File: config.mk
export PLATFORM = sky130hd
export DESIGN_NAME = wave_sel_sched
export DESIGN_NICKNAME = d
export VERILOG_FILES = /design/src/rtl/wave_sel_sched.sv
export SDC_FILE = /design/constraint.sdc
export NUM_CORES = 1
export LEC_CHECK = 0
export BUFFER_PORTS_ARGS = -buffer_cell sky130_fd_sc_hd__buf_2
export CORE_MARGIN = 5
export CORE_UTILIZATION = 50
export CTS_CLUSTER_SIZE = 20
export DETAILED_ROUTE_END_ITERATION = 7
export PLACE_DENSITY = 0.83
export SYNTH_ARGS = -nofsm -noshare
export SYNTH_HDL_FRONTEND = slang
export SYNTH_SLANG_ARGS = --single-unit
File: constraint.sdc
create_clock -name clk -period 2.99 [get_ports clk]
set_input_delay 0.598 -clock clk [delete_from_list [all_inputs] [get_ports clk]]
set_output_delay 0.598 -clock clk [all_outputs]
set_load 0.1 [all_outputs]
File: src/rtl/wave_sel_sched.sv
`default_nettype none
// ============================================================================
//  Module   : wave_sel_sched
//  Purpose  : Waveform select scheduler for the sine/square/triangle/saw
//             BRAM generator. Manual or automatic (dwell-based) selection,
//             with every select change deferred to a period boundary.
//  Options  : FORCE_SWITCH_TIMEOUT_EN - commit a pending change after
//             TIMEOUT_CYCLES without a period_wrap.
//  Revision : 1.0 - initial release
// ============================================================================
module wave_sel_sched #(
   parameter int DWELL_W        = 16,
   parameter int DB_CYCLES      = 1000000,
   parameter int TIMEOUT_CYCLES = 4096
) (
   input  logic               clk,
   input  logic               rst,
   input  logic               auto_en,
   input  logic [1:0]         man_sel,
   input  logic               btn_next,
   input  logic               period_wrap,
   input  logic [DWELL_W-1:0] dwell,
   output logic [1:0]         sel,
   output logic               pending,
   output logic               switch_pulse,
   output logic [DWELL_W-1:0] period_cnt
);

   localparam int DB_W = (DB_CYCLES > 1) ? $clog2(DB_CYCLES) : 1;
   localparam logic [DB_W-1:0] DB_LAST = DB_W'(DB_CYCLES - 1);

   typedef enum logic [0:0] {
      RUN  = 1'b0,
      PEND = 1'b1
   } state_t;

   state_t             state;
   logic               auto_meta, auto_sync, auto_prev;
   logic [1:0]         man_meta, man_sync;
   logic               btn_meta, btn_sync;
   logic               btn_state;
   logic [DB_W-1:0]    db_cnt;
   logic               press;
   logic               mode_chg;
   logic               dwell_hit;
   logic               stall_done;
   logic [DWELL_W:0]   cnt_next;
   logic [DWELL_W:0]   dwell_eff;
   logic [1:0]         next_code;

   // Two-stage synchronizers for the asynchronous switches and button
   always_ff @(posedge clk) begin
      if (rst) begin
         auto_meta <= 1'b0;
         auto_sync <= 1'b0;
         man_meta  <= 2'b00;
         man_sync  <= 2'b00;
         btn_meta  <= 1'b0;
         btn_sync  <= 1'b0;
      end else begin
         auto_meta <= auto_en;
         auto_sync <= auto_meta;
         man_meta  <= man_sel;
         man_sync  <= man_meta;
         btn_meta  <= btn_next;
         btn_sync  <= btn_meta;
      end
   end

   // Press is the cycle an accepted rising level change lands
   always_comb begin
      press = 1'b0;
      if ((btn_sync != btn_state) && (db_cnt == DB_LAST) && btn_sync) begin
         press = 1'b1;
      end
   end

   // Debouncer: a new level must persist DB_CYCLES consecutive cycles
   always_ff @(posedge clk) begin
      if (rst) begin
         btn_state <= 1'b0;
         db_cnt    <= '0;
      end else if (btn_sync == btn_state) begin
         db_cnt    <= '0;
      end else if (db_cnt == DB_LAST) begin
         btn_state <= btn_sync;
         db_cnt    <= '0;
      end else begin
         db_cnt    <= db_cnt + DB_W'(1);
      end
   end

   // Dwell comparison uses one extra bit so cnt+1 never wraps; dwell=0 acts as 1
   always_comb begin
      cnt_next  = {1'b0, period_cnt} + (DWELL_W+1)'(1);
      dwell_eff = (dwell == '0) ? (DWELL_W+1)'(1) : {1'b0, dwell};
      dwell_hit = (cnt_next >= dwell_eff);
      mode_chg  = (auto_sync != auto_prev);
      next_code = sel + 2'd1;
   end

`ifdef FORCE_SWITCH_TIMEOUT_EN
   localparam int ST_W = (TIMEOUT_CYCLES > 1) ? $clog2(TIMEOUT_CYCLES) : 1;
   localparam logic [ST_W-1:0] ST_LAST = ST_W'(TIMEOUT_CYCLES - 1);

   logic [ST_W-1:0] stall_cnt;

   assign stall_done = (state == PEND) && (stall_cnt == ST_LAST);

   // Stall counter: counts cycles spent waiting in PEND, zero elsewhere
   always_ff @(posedge clk) begin
      if (rst || (state != PEND)) begin
         stall_cnt <= '0;
      end else if (!stall_done) begin
         stall_cnt <= stall_cnt + ST_W'(1);
      end
   end
`else
   assign stall_done = 1'b0;
`endif

   // Scheduler FSM: request/commit handling with all outputs registered
   always_ff @(posedge clk) begin
      if (rst) begin
         state        <= RUN;
         sel          <= 2'b00;
         pending      <= 1'b0;
         switch_pulse <= 1'b0;
         period_cnt   <= '0;
         auto_prev    <= 1'b0;
      end else begin
         switch_pulse <= 1'b0;
         auto_prev    <= auto_sync;
         if (mode_chg) begin
            // Mode switch drops any request and restarts the dwell count
            state      <= RUN;
            pending    <= 1'b0;
            period_cnt <= '0;
         end else if (!auto_sync) begin
            period_cnt <= '0;
            case (state)
               RUN: begin
                  if (man_sync != sel) begin
                     state   <= PEND;
                     pending <= 1'b1;
                  end
               end
               PEND: begin
                  if (man_sync == sel) begin
                     state   <= RUN;
                     pending <= 1'b0;
                  end else if (period_wrap || stall_done) begin
                     sel          <= man_sync;
                     state        <= RUN;
                     pending      <= 1'b0;
                     switch_pulse <= 1'b1;
                  end
               end
               default: begin
                  state   <= RUN;
                  pending <= 1'b0;
               end
            endcase
         end else begin
            case (state)
               RUN: begin
                  if (period_wrap) begin
                     // A press landing on a wrap folds into this advance
                     if (press || dwell_hit) begin
                        sel          <= next_code;
                        period_cnt   <= '0;
                        switch_pulse <= 1'b1;
                     end else begin
                        period_cnt   <= cnt_next[DWELL_W-1:0];
                     end
                  end else if (press) begin
                     state   <= PEND;
                     pending <= 1'b1;
                  end
               end
               PEND: begin
                  // sel is frozen in PEND, so sel+1 is the requested target
                  if (period_wrap || stall_done) begin
                     sel          <= next_code;
                     period_cnt   <= '0;
                     state        <= RUN;
                     pending      <= 1'b0;
                     switch_pulse <= 1'b1;
                  end
               end
               default: begin
                  state   <= RUN;
                  pending <= 1'b0;
               end
            endcase
         end
      end
   end

endmodule
`default_nettype wire

==> out/results.txt <==
HP Class - reg2reg
Area Growth Syn to Fin - 23.0%
Grt ovf - 0
Fraction of layout cells with a size suffix above 1 - 27.3%
Fin. Hold Viols - 0
DRC - 0
Core area - 5820 µm²
Crit path time final - 2.93 ns
Worst-Margin Slew - 0.671 ns
Area leader, netlist - dfxtp_1
Fmax - 0.341 GHz
Final ANT Viol Nets - 0
Setup TNS - 0 ns
Initial Util - 50.5%
Number of global-route vias before repair - 2564
Post-Syn Area - 2940 µm²
Leak - 1.51 nW
GP Congestion - 0.824
Die H - 86.7 µm
First-pass GRT wire length - 11200 µm
CTS tree - done
IO buf count - 42
Drt first-iter violations - 134
DR pass1 iterations - 5
Worst Setup Start Kind - flip-flop
Register bit total from synthesis - 51
Syn. warnings - 0
Final Max Tran Viols - 0
Syn Nets - 392
R2r startpoint - period_cnt[2]
Worst path required time - 3.24 ns
Final instance area - 3610 µm²
# H-tree levels - 2
Routed WL per cell - 14.3 µm
Clock Tree Root - clkbuf_8
Initial antenna violation count - 0
Total GRT Usage - 18.2%
Clk_skew - 0.00680 ns
Synth top area cells - dfxtp_1, ha_1, xor2_1, nand3_1, xnor2_1
Via/cell ratio - 5.63
Setup CP Type - reg2reg
Via count - 2713
Sequential area share after synthesis - 34.8%
Min-Delay Startpoint - auto_meta
Reg2reg path depth - 14
Distinct cells, synth - 47
CTS Buffer Depth - 2
Final net count - 447
Post-synthesis cell count - 351
Largest net degree at the start of global routing - 32
Post-DP HPWL - 4910 µm
CP Capture Type - flip-flop
RSZ-0062 raised after global routing - yes
Skew-Pair Late Insertion Delay - 0.31 ns
# setup viols final - 0
Number of max-cap violations - 0
Hold buffer count at cts - 0
CTS sink cnt - 51
Worst hold stages - 1
Worst r2r dst - period_cnt[0]
Synth top area share - 34.8%
Die width - 86.7 µm
Rel. slew slack - 55.3%
Worst ir drop on vdd - 0.268 mV
Pwr Density - 325 nW/µm²
TritonCTS Buffers - 5
Status - finished, final reports clean
Num rows - 28
Min-Delay Endpoint - auto_sync
Slack of the worst reg-to-reg path - 0.06 ns
DP Area - 3290 µm²
Post-detailed-routing wire length - 6880 µm
Fin crit share - 98.1%
Avg Cell Area, Syn - 8.37 µm²
Die area - 7510 µm²
Worst Path Max Fanout - 6
Fillers - 489
Num ports - 43
Ant. Diodes - 0
Worst-path clk slew - 0.09 ns
WP data arrival - 3.18 ns
## power by group
part           internal, mW  switching (mW)  total (mW)
Combinational        0.0426          0.0614       0.104
Clock                 0.165           0.220       0.385
Sequential            0.677         0.00685       0.684
Total                 0.885           0.288        1.17
## cell usage in the layout, fill, tap and decap left out, types with 3 or more instances in the layout
| master | netlist | layout |
|---|---|---|
| buf_4 | 2 | 15 |
| nor4_1 | 4 | 4 |
| xor2_1 | 18 | 17 |
| xnor2_1 | 16 | 11 |
| nand3_2 | 0 | 5 |
| clkbuf_8 | 0 | 5 |
| nand3b_1 | 3 | 3 |
| dfxtp_1 | 51 | 38 |
| o21ai_0 | 7 | 5 |
| and3_1 | 6 | 6 |
| ha_1 | 18 | 17 |
| a21oi_1 | 18 | 15 |
| nor2_1 | 34 | 32 |
| inv_1 | 23 | 23 |
| nor3_1 | 9 | 8 |
| nand2_1 | 22 | 22 |
| nand3_1 | 29 | 24 |
| nand4_1 | 9 | 9 |
| or3_1 | 4 | 4 |
| dfxtp_2 | 0 | 3 |
| xnor2_2 | 0 | 5 |
| nand2b_1 | 12 | 12 |
| o21ai_1 | 2 | 3 |
| dfxtp_4 | 0 | 10 |
| a21boi_0 | 5 | 3 |
| a21oi_2 | 2 | 4 |
| nor2b_1 | 10 | 10 |
| buf_2 | 0 | 42 |
## how the worst max path moves through the flow
stage | start | endpoint | slack [ns] | depth (start not counted)
floorplan | period_cnt[13] | period_cnt[0] | 0.05 | 12
global placement | period_cnt[1] | period_cnt[9] | 0.06 | 14
detailed placement | period_cnt[1] | period_cnt[3] | -0.08 | 14
CTS | period_cnt[3] | period_cnt[3] | 0.008 | 13
global route | period_cnt[0] | period_cnt[7] | -0.10 | 13
finish | period_cnt[2] | period_cnt[0] | 0.06 | 14
## layer usage
metal | global-route usage [%] | wire length, µm
met4 | 5.52 | 121
met3 | 3.80 | 363
met1 | 22.9 | 3100
met2 | 31.3 | 3300
met5 | 0 | 0
## synthesized netlist by cell type (all sizes together)
cell,count
nand4b,2
and3b,1
a2111oi,2
or3,5
nand3,30
o2bb2ai,4
nand3b,3
ha,18
nor4,6
buf,3
a21boi,5
nor3,9
clkbuf,8
o211ai,2
xnor2,16
a2bb2oi,1
and2,3
nor4b,2
xor2,18
a21oi,20
nand2,22
a31oi,2
nor2b,10
a41o,2
mux2i,1
a211o,1
nor4bb,1
a211oi,3
nand4,10
o21a,2
and3,6
dfxtp,51
inv,23
and4,3
nand2b,12
nor2,34
o21bai,1
o21ai,9
## worst max-delay path, cell delays in order, from the launching register on
cell	delay, ns
dfxtp_4	0.40
nand4_4	0.14
nor4_4	0.41
nand3_2	0.14
xnor2_2	0.15
ha_1	0.31
a211oi_2	0.18
o21ai_1	0.10
o211ai_1	0.12
o211ai_1	0.13
buf_4	0.17
a21oi_4	0.17
buf_6	0.16
and3b_1	0.18
o21a_1	0.13
## layout make-up
type                            instances  area (µm²)  area share [%]
Multi-Input combinational cell        266        1940            53.8
Sequential cell                        51        1060            29.4
Timing Repair Buffer                   59         345            9.56
Tap cell                               75        93.8            2.60
Inverter                               23        86.3            2.39
Clock buffer                            7        76.3            2.11
Clock inverter                          1        5.00           0.139
## sequential cells by signal, indices dropped and copies added, names as in the netlist, 2 cells and up
register / cells
db_cnt: 20
man_meta: 2
man_sync: 2
period_cnt: 16
sel: 2
## metrics by stage
stage / total power, mW / util (%) / hold WS (ns) / setup slack [ns] / std cells
finish: 1.17 / 62.1 / 0.439 / 0.0570 / 482
global route: 1.23 / 62.1 / 0.464 / -0.102 / 482
CTS: 1.18 / 58.7 / 0.444 / 0.00847 / 471
detailed placement: 0.793 / 56.6 / 0.424 / -0.0750 / 462
global placement: 0.789 / 56.6 / 0.418 / 0.0562 / 462
floorplan: 0.761 / - / 0.414 / 0.0531 / 351
## kinds of logic (layout without fill, tap and decap cells)
group                      count (synthesis)  in the layout  share of synthesized area, %
and+or+nand+nor                          159            159                          30.3
AOI/OAI and AO/OA                         54             54                          12.2
DFF                                       51             51                          34.8
xor gates and xnor gates                  34             34                          10.1
buffers and inverters                     34             90                          4.60
adders and majority gates                 18             18                          7.67
muxes                                      1              1                         0.341
## repair_timing
action | 4_1_cts | 5_1_grt
setup endpoints to repair | 9 | 19
pin swaps | 3 | 15
cloned | 0 | 1
gates resized for setup | 6 | 27
buffers inserted | 1 | 10
hold endpoints to repair | 0 | 0
Power figures use the tool's default switching activity.
